### config.mk
export PLATFORM = sky130hd
export DESIGN_NAME = range_tracker_flat
export DESIGN_NICKNAME = d
export VERILOG_FILES = /design/src/rtl/range_tracker_pkg.sv /design/src/rtl/range_tracker_if.sv /design/src/rtl/range_tracker_minmax.sv /design/src/rtl/range_tracker.sv /design/src/flat_wrapper.sv
export SDC_FILE = /design/constraint.sdc
export NUM_CORES = 1
export LEC_CHECK = 0
export ABC_AREA = 0
export CAP_MARGIN = 20
export CORE_ASPECT_RATIO = 1.75
export CORE_UTILIZATION = 45
export DETAILED_ROUTE_END_ITERATION = 10
export HOLD_SLACK_MARGIN = 0.02
export PLACE_DENSITY = 0.77
export SYNTH_ARGS = -nofsm -noshare
export SYNTH_HDL_FRONTEND = slang
export SYNTH_SLANG_ARGS = --single-unit
### constraint.sdc
create_clock -name clock -period 5.15 [get_ports clock]
set_input_delay 1.03 -clock clock [delete_from_list [all_inputs] [get_ports clock]]
set_output_delay 1.03 -clock clock [all_outputs]
set_load 0.02 [all_outputs]
### src/rtl/range_tracker_pkg.sv
// Shared types and default widths for the range tracker and its bus interface.
package range_pkg;

  typedef enum logic {RT_IDLE, RT_ACTIVE} rt_state_t;

  localparam int RT_WIDTH_DEF  = 16;
  localparam int RT_SIGNED_DEF = 0;
  localparam int RT_CNT_W_DEF  = 8;

endpackage

### src/rtl/range_tracker_if.sv
// Sample stream in (data_in framed by go/finish) and sequence results out.
interface range_tracker_if
  import range_pkg::*;
#(
  parameter int WIDTH = RT_WIDTH_DEF,
  parameter int CNT_W = RT_CNT_W_DEF
);
  logic [WIDTH-1:0] data_in;
  logic             go;
  logic             finish;
  logic [WIDTH-1:0] range;
  logic [WIDTH-1:0] min_out;
  logic [WIDTH-1:0] max_out;
  logic [CNT_W-1:0] count;
  logic             done;
  logic             error;

  modport master (
    output data_in, go, finish,
    input  range, min_out, max_out, count, done, error
  );

  modport slave (
    input  data_in, go, finish,
    output range, min_out, max_out, count, done, error
  );
endinterface

### src/rtl/range_tracker_minmax.sv
// Folds one sample into a running min/max pair; SIGNED selects the compare flavour.
module minmax_unit #(
  parameter int WIDTH  = 16,
  parameter int SIGNED = 0
) (
  input  logic [WIDTH-1:0] cur_min,
  input  logic [WIDTH-1:0] cur_max,
  input  logic [WIDTH-1:0] sample,
  output logic [WIDTH-1:0] next_min,
  output logic [WIDTH-1:0] next_max
);
  logic signed [WIDTH-1:0] s_min, s_max, s_sample;
  logic                    lt_min, gt_max;

  assign s_min    = cur_min;
  assign s_max    = cur_max;
  assign s_sample = sample;

  always_comb begin
    if (SIGNED != 0) begin
      lt_min = s_sample < s_min;
      gt_max = s_sample > s_max;
    end else begin
      lt_min = sample < cur_min;
      gt_max = sample > cur_max;
    end
    next_min = lt_min ? sample : cur_min;
    next_max = gt_max ? sample : cur_max;
  end
endmodule

### src/rtl/range_tracker.sv
// Running min/max/count over a go..finish framed sample sequence, with a done
// pulse on completion and a sticky protocol-error flag.
module range_tracker
  import range_pkg::*;
#(
  parameter int WIDTH  = RT_WIDTH_DEF,
  parameter int SIGNED = RT_SIGNED_DEF,
  parameter int CNT_W  = RT_CNT_W_DEF
) (
  input  logic           clock,
  input  logic           reset,
  range_tracker_if.slave bus
);
  rt_state_t        state_q, state_d;
  logic [WIDTH-1:0] run_min_q, run_min_d, run_max_q, run_max_d;
  logic [CNT_W-1:0] run_cnt_q, run_cnt_d;
  logic [WIDTH-1:0] range_q, range_d, min_q, min_d, max_q, max_d;
  logic [CNT_W-1:0] count_q, count_d;
  logic             done_q, done_d, error_q, error_d;
  logic [WIDTH-1:0] fold_min, fold_max;
  logic [CNT_W-1:0] fold_cnt;
  logic             violation;

  function automatic logic [CNT_W-1:0] sat_inc(input logic [CNT_W-1:0] v);
    return (&v) ? v : v + CNT_W'(1);
  endfunction

  minmax_unit #(
    .WIDTH  (WIDTH),
    .SIGNED (SIGNED)
  ) u_minmax (
    .cur_min  (run_min_q),
    .cur_max  (run_max_q),
    .sample   (bus.data_in),
    .next_min (fold_min),
    .next_max (fold_max)
  );

  assign fold_cnt  = sat_inc(run_cnt_q);
  assign violation = (bus.go & bus.finish)
                   | (bus.go & (state_q == RT_ACTIVE))
                   | (bus.finish & (state_q == RT_IDLE));

  always_comb begin
    state_d   = state_q;
    run_min_d = run_min_q;
    run_max_d = run_max_q;
    run_cnt_d = run_cnt_q;
    range_d   = range_q;
    min_d     = min_q;
    max_d     = max_q;
    count_d   = count_q;
    error_d   = error_q;
    done_d    = 1'b0;
    // A violation drops the open sequence; published results stay untouched.
    if (violation) begin
      state_d = RT_IDLE;
      error_d = 1'b1;
    end else if (state_q == RT_IDLE) begin
      if (bus.go) begin
        run_min_d = bus.data_in;
        run_max_d = bus.data_in;
        run_cnt_d = CNT_W'(1);
        state_d   = RT_ACTIVE;
        error_d   = 1'b0;
      end
    end else begin
      run_min_d = fold_min;
      run_max_d = fold_max;
      run_cnt_d = fold_cnt;
      if (bus.finish) begin
        min_d   = fold_min;
        max_d   = fold_max;
        range_d = fold_max - fold_min;
        count_d = fold_cnt;
        done_d  = 1'b1;
        state_d = RT_IDLE;
      end
    end
  end

  always_ff @(posedge clock) begin
    if (reset) begin
      state_q   <= RT_IDLE;
      run_min_q <= '0;
      run_max_q <= '0;
      run_cnt_q <= '0;
      range_q   <= '0;
      min_q     <= '0;
      max_q     <= '0;
      count_q   <= '0;
      done_q    <= 1'b0;
      error_q   <= 1'b0;
    end else begin
      state_q   <= state_d;
      run_min_q <= run_min_d;
      run_max_q <= run_max_d;
      run_cnt_q <= run_cnt_d;
      range_q   <= range_d;
      min_q     <= min_d;
      max_q     <= max_d;
      count_q   <= count_d;
      done_q    <= done_d;
      error_q   <= error_d;
    end
  end

  assign bus.range   = range_q;
  assign bus.min_out = min_q;
  assign bus.max_out = max_q;
  assign bus.count   = count_q;
  assign bus.done    = done_q;
  assign bus.error   = error_q;
endmodule

### src/flat_wrapper.sv
// flat-port wrapper written by rule: the top's interface ports become plain ports
module range_tracker_flat import range_pkg::*;
#(
  parameter int WIDTH  = RT_WIDTH_DEF,
  parameter int SIGNED = RT_SIGNED_DEF,
  parameter int CNT_W  = RT_CNT_W_DEF
)
  (clock, reset, bus_data_in, bus_go, bus_finish, bus_range, bus_min_out, bus_max_out, bus_count, bus_done, bus_error);
  range_tracker_if #(.WIDTH(WIDTH), .CNT_W(CNT_W)) bus_i ();
  input  logic clock;
  input  logic reset;
  input wire logic [$bits(bus_i.data_in)-1:0] bus_data_in;
  input wire logic [$bits(bus_i.go)-1:0] bus_go;
  input wire logic [$bits(bus_i.finish)-1:0] bus_finish;
  output wire logic [$bits(bus_i.range)-1:0] bus_range;
  output wire logic [$bits(bus_i.min_out)-1:0] bus_min_out;
  output wire logic [$bits(bus_i.max_out)-1:0] bus_max_out;
  output wire logic [$bits(bus_i.count)-1:0] bus_count;
  output wire logic [$bits(bus_i.done)-1:0] bus_done;
  output wire logic [$bits(bus_i.error)-1:0] bus_error;
  assign bus_i.data_in = bus_data_in;
  assign bus_i.go = bus_go;
  assign bus_i.finish = bus_finish;
  assign bus_range = bus_i.range;
  assign bus_min_out = bus_i.min_out;
  assign bus_max_out = bus_i.max_out;
  assign bus_count = bus_i.count;
  assign bus_done = bus_i.done;
  assign bus_error = bus_i.error;
  range_tracker #(.WIDTH(WIDTH), .SIGNED(SIGNED), .CNT_W(CNT_W)) u_core (.clock(clock), .reset(reset), .bus(bus_i));
endmodule
# ---- After elaboration in Yosys (flattened, before gate mapping)
# Index checks and enable logic that the tools add are counted.
dict set report op_classes {
  mux 15
  n_eq_ne 1
  n_reduce_logical 8
  addsub 2
  bitwise_logic 7
  n_lt_le_gt_ge 2
}
# op count
set ops {}
lappend ops {{$mux W16} 5}
lappend ops {{$mux W8} 3}
lappend ops {{$gt A16 B16 Y1} 1}
lappend ops {{$lt A16 B16 Y1} 1}
lappend ops {{$sub A16 B16 Y16} 1}
lappend ops {{$add A8 B1 Y8 const B} 1}
lappend ops {{$reduce_and A8 Y1} 1}
lappend ops {{$mux W1} 7}
lappend ops {{$reduce_and A2 Y1} 2}
lappend ops {{$reduce_bool A2 Y1} 2}
lappend ops {{$and A1 B1 Y1} 3}
lappend ops {{$reduce_and A3 Y1} 1}
lappend ops {{$reduce_or A3 Y1} 1}
lappend ops {{$ne A2 B2 Y1 const B} 1}
lappend ops {{$not A1 Y1} 2}
lappend ops {{$or A1 B1 Y1} 2}
lappend ops {{$reduce_or A2 Y1} 1}
dict set report totals {
  register_bits 99
  output_inout_bits 58
  elab_cells 45
}

# ---- Logic depth before layout (Yosys ltp)
dict set report depth {
  depth_word 5
  mapped_depth 23
  mapped_depth_nobuf 21
}

# ---- Cells and area by module
# Synthesis repeated with hierarchy kept, for this count alone.
dict set report hier_totals {
  hier_cells 785
  area_unflattened_um2 6000.8
}
# mod n_inst cells_per_inst area_per_inst_um2
set by_module_without_submodules {}
lappend by_module_without_submodules {range_tracker 1 572 4491.8}
lappend by_module_without_submodules {minmax_unit 1 213 1508.9}

# ---- Least setup slack after synthesis
# No wires, ideal clock.
dict set report synth_path {
  kind {input-to-reg}
  startpoint {input port bus_data_in[14]}
  endpoint {register u_core.range_q[15], in the netlist u_core.bus.range[15]}
  t_arrival_ps 5440
  setup_time_ps 79
  n_path_buf 3
  path_stages 22
  setup_slack_ps -369
  path_cell_list {ha_1 -> nand4_2 -> or4_4 -> a21o_1 -> a31oi_2 -> buf_6 -> buf_2 -> buf_1 -> nand2_1 -> o21ai_0 -> ha_1 -> nor2b_1 -> o21ai_0 -> a21boi_0 -> o21ai_0 -> nand2b_1 -> maj3_2 -> a211o_1 -> a21oi_2 -> o21ai_1 -> xor2_1 -> a211oi_2}
}
dict set report synth_between {
  elab_chain_len 3
  word_cells_on_any_way 5
  classes_between {add/sub: 1; order compare: 2; mux: 2}
}
# element line
set synth_rtl {}
lappend synth_rtl {{from (decl)} flat_wrapper.sv:12} ;# input wire logic [$bits(bus_i.data_in)-1:0] bus_data_in;
lappend synth_rtl {{$gt A16 B16 Y1} range_tracker_minmax.sv:25} ;# gt_max = sample > cur_max;
lappend synth_rtl {{$mux W16} range_tracker_minmax.sv:28} ;# next_max = gt_max ? sample : cur_max;
lappend synth_rtl {{net u_core.fold_max[1]} range_tracker.sv:20} ;# logic [WIDTH-1:0] fold_min, fold_max;
lappend synth_rtl {{$sub A16 B16 Y16} range_tracker.sv:74} ;# range_d = fold_max - fold_min;
lappend synth_rtl {{to (signal assigned)} range_tracker.sv:99} ;# range_q <= range_d;
lappend synth_rtl {{to (decl)} range_tracker.sv:17} ;# logic [WIDTH-1:0] range_q, range_d, min_q, min_d, max_q, max_d;
# The timed path passes the listed nets, and every way through them passes these cells.
# A chain may end at the register's enable or synchronous reset.

# ---- Worst setup path after layout
dict set report layout_path {
  startpoint {input port bus_data_in[8]}
  endpoint {register u_core.range_q[12], in the netlist u_core.bus.range[12]}
}
dict set report layout_between {
  elab_chain_len 3
  word_cells_on_any_way 5
  classes_between {add/sub: 1; order compare: 2; mux: 2}
}
# element line
set layout_rtl {}
lappend layout_rtl {{$gt A16 B16 Y1 / $lt A16 B16 Y1 (equally long branches)} {range_tracker_minmax.sv:25, range_tracker_minmax.sv:24}}
lappend layout_rtl {{$mux W16 (on tied branches)} {range_tracker_minmax.sv:28, range_tracker_minmax.sv:27}}
lappend layout_rtl {{$sub A16 B16 Y16 (*)} range_tracker.sv:74}
# Mark *: on every way between the ends. The rest lies on a longest branch, timed or not.

==> run_results.csv <==
group,metric,value,unit
outcome,status,"finished clean",
worst_setup_path,critPathRequiredTime,5.42,ns
power,ir_drop,175.1,uV
timing,maxSlewHeadroom,47.29,%
detailed_routing,vias,5527,
yosys,syn-num-nets,766,
min_path,hold_path_end,"u_core.run_min_q[1]$_SDFFE_PP0P_",
worst_setup_path,path_buf_inv,2,
detailed_routing,detail-route-antenna-nets,0,
worst_setup_path,critPathKind,"input port to flip-flop",
worst_setup_path,rrSetupSlack,0.61,ns
worst_setup_path,crit_family,"compound AO/OA/AOI/OAI gates",
cells_and_area,final_cell_mix,"103 x nand2_1, 99 x dfxtp_1, 89 x nor2_1",
detailed_routing,vias_per_cell,5.538,
floorplanning,die-area,12860,um2
yosys,synthArstFlopShare,0,%
yosys,yosysSeqAreaShare,35.52,%
timing,hold_viol,0,
min_path,hold_path.class,"flip-flop to flip-flop",
worst_setup_path,rr_endpoint,"u_core.bus.range[12]$_SDFFE_PP0P_",
power,comb_power_share,29.8,%
min_path,hp-start,"u_core.run_min_q[1]$_SDFFE_PP0P_",
min_path,holdPathStages,2,
clock_tree,cts_hold_buf,0,
grt,grt_max_degree,63,
worst_setup_path,critPathCaptureType,"flip-flop",
power,p_int,1.422,mW
detailed_routing,wl_per_cell,16.24,um
power,p_clk_share,32.0,%
clock_tree,worstSkewPairLatency,0.35,ns
worst_setup_path,rr_startpoint,"u_core.run_max_q[15]$_SDFFE_PP0P_",
clock_tree,cts_tree,"built",
clock_tree,cts_buffers,9,
placed_design,dpl.hpwl,12060,um
placed_design,gp_congestion,0.9314,
clock_tree,h-tree-depth,3,
worst_setup_path,crit_path_frequent_cell,"a21o_1",
floorplanning,die_x,86.17,um
grt,grt.total_usage,25.46,%
flow_run,maxCapViolCount,0,
grt,grt_antenna_before_repair,0,
detailed_routing,wl,16200,um
clock_tree,numClockSinks,99,
yosys,synth_flop_cell,"dfxtp_1",
worst_setup_path,start_kind,"input port",
worst_setup_path,critPathArrivalTime,5.29,ns
cells_and_area,postLayoutCoreUtil,61.78,%
worst_setup_path,max_stage_delay,0.46,ns
floorplanning,initial_core_util,46.23,%
power,p_leak,2.926,nW
yosys,synth_area,5579,um2
timing,period_minus_slack,5.023,ns
worst_setup_path,slowest_stage,"or4_4",
clock_tree,clock_path_buffers,2,
yosys,ys_seq_elements,99,
timing,worst_hold_slack,0.4542,ns
worst_setup_path,reg2regPathDepth,20,
cells_and_area,area_growth,33.64,%
timing,setup_slack,0.1272,ns
placed_design,dp_slack,-0.4294,ns
worst_setup_path,path_max_fanout,5,
power,power_switching,0.6953,mW
timing,fin_skew,0.01143,ns
timing,fin_crit_sh,97.53,%
timing,slew_violations,0,
grt,grt_pass1_wl,25620,um
grt,grt_overflow,0,
detailed_routing,route.detailed.drc,0,
grt,grt_pass1_vias,5425,
cells_and_area,antenna_cells,0,
clock_tree,cts-root-buf,"clkbuf_16",
placed_design,io_buffers,77,
yosys,synth_edf_count,0,
detailed_routing,firstDrtPassIters,5,
cells_and_area,drive_gt1_share,16.81,%
floorplanning,row_count,53,
worst_setup_path,crit_chain,"clkdlybuf4s50_1 -> ha_1 -> nand4_1 -> or4_4 -> a21o_1 -> a31oi_4 -> mux2i_2 -> ha_2 -> inv_2 -> fa_2 -> nand2_1 -> nand2_1 -> a21o_1 -> a21o_1 -> maj3_2 -> o221ai_2 -> a21o_1 -> and4_1 -> o21ai_1 -> a31oi_1",
floorplanning,die_h,149.3,um
floorplanning,io_pins,78,
timing,setup_viol,0,
power,power_frac_seq,38.2,%
power,p_sw_share,32.84,%
detailed_routing,dr.first_iter.drc_count,320,
yosys,synthCells,703,
power,power.density,284.0,nW/um2
cells_and_area,final_common_cell,"nand2_1",
floorplanning,fp.coreArea,12070,um2
timing,tightestPinTransition,0.7906,ns
timing,max_freq,199.1,MHz
cells_and_area,fin_nets,891,
yosys,synth_cell_type_count,67,
clock_tree,path_clk_slew,0.07,ns
yosys,yosysWarnings,0,
yosys,avgSynthCellArea,7.936,um2
[stage by stage]
step	instance area [um2]	setup TNS, ns	power (mW)	instances
after global placement	6997	-2.437	1.407	980
final	7456	0	2.117	998
after global routing	7456	-0.01068	2.211	998
after floorplan	5628	0	1.193	703
after detailed placement	6997	-3.048	1.425	980
after CTS	7318	-0.0006315	2.100	997
[layer usage]
| metal | up-vias | GRT usage [%] | share of wire, % |
|---|---|---|---|
| met5 | - | 0 | 0 |
| met4 | 0 | 16.83 | 5.1 |
| met3 | 60 | 3.652 | 4.2 |
| met2 | 197 | 45.08 | 52 |
| met1 | 2575 | 27.71 | 38 |
| li1 | 2695 | - | - |
[worst max-delay path by stage]
stage	startpoint	to	slack (ns)	cells after the start
finish	bus_data_in[8]	u_core.bus.range[12]$_SDFFE_PP0P_	0.13	20
global route	bus_data_in[8]	u_core.bus.range[15]$_SDFFE_PP0P_	-0.01	21
CTS	bus_data_in[5]	u_core.bus.range[12]$_SDFFE_PP0P_	-0.0006	20
detailed placement	bus_data_in[5]	u_core.bus.range[12]$_SDFFE_PP0P_	-0.43	20
global placement	bus_data_in[14]	u_core.bus.range[13]$_SDFFE_PP0P_	-0.35	20
floorplan	bus_data_in[9]	u_core.bus.range[14]$_SDFFE_PP0P_	0.002	22
[state kept, by name, summed over array words and instances (netlist names)]
name	count
u_core.bus.error	1
u_core.bus.count	8
u_core.bus.done	1
u_core.bus.range	16
u_core.run_min_q	16
u_core.bus.max_out	16
u_core.run_cnt_q	8
u_core.run_max_q	16
u_core.bus.min_out	16
u_core.state_q	1
[worst reg2reg max path, delay by kind of cell, from the launching register on]
kind                     cells  cell delay, ns
AO/OA/AOI/OAI                8            1.35
adder cells (fa/ha/maj)      4            1.20
AND/OR/NAND/NOR              5            1.07
flip-flops                   1            0.39
multiplexers                 1            0.27
buffers and inverters        2            0.17
[final cells by class]
class                   count  area (um2)
repair buffers            151        1358
inverters                  39       146.4
flip-flops and latches     99        1982
fillers                  1084        4613
multi-input cells         528        3466
well taps                 165       206.4
clock inverters             7       72.57
clock buffers               9       225.2
[kinds of logic (layout without fill, tap and decap cells)]
group	count (synthesis)	in the layout	share of synthesized area [%]
AND/OR/NAND/NOR	261	261	20.36
flip-flops	99	99	35.52
AO/OA/AOI/OAI	178	178	20.54
buffers and inverters	76	206	5.338
multiplexers	24	24	4.777
XOR/XNOR	19	19	3.117
adder cells (fa/ha/maj)	46	46	10.34
[Yosys cell counts, types with 3 or more instances]
| library cell | instances | area, um2 |
|---|---|---|
| nand2_1 | 104 | 390.4 |
| dfxtp_1 | 99 | 1982 |
| nor2_1 | 91 | 341.6 |
| a21oi_1 | 80 | 400.4 |
| ha_1 | 42 | 525.5 |
| inv_1 | 39 | 146.4 |
| clkbuf_1 | 30 | 112.6 |
| a211oi_1 | 25 | 187.7 |
| o21ai_0 | 23 | 115.1 |
| mux2i_1 | 19 | 190.2 |
| nor3_1 | 17 | 85.08 |
| nand3_1 | 14 | 70.07 |
| xnor2_1 | 12 | 105.1 |
| a21o_1 | 7 | 52.55 |
| nand2b_1 | 6 | 37.54 |
| xor2_1 | 6 | 52.55 |
| nor2b_1 | 5 | 31.28 |
| buf_2 | 4 | 20.02 |
| nand4_1 | 4 | 25.02 |
| o21ai_1 | 4 | 20.02 |
| a22oi_1 | 3 | 22.52 |
| and3_1 | 3 | 18.77 |
| o211a_1 | 3 | 30.03 |
| o211ai_1 | 3 | 22.52 |
[what timing repair did]
item / in CTS / in global routing
pin swaps: 1 / 22
setup buffers: 1 / 1
gates resized for setup: 4 / 27
endpoints found under the setup margin: 4 / 8
gates cloned: 0 / 0
endpoints found under the hold margin: 0 / 0
[power groups by stage]
stage                     combinational [mW]  sequential [mW]  clock (mW)
final                                  0.632            0.808       0.677
after global routing                   0.685            0.811       0.715
after CTS                              0.607            0.808       0.685
after detailed placement               0.599            0.826           0
after global placement                 0.582            0.824           0
after floorplan                        0.359            0.834           0
No activity file was read; power rests on OpenSTA's default activity.
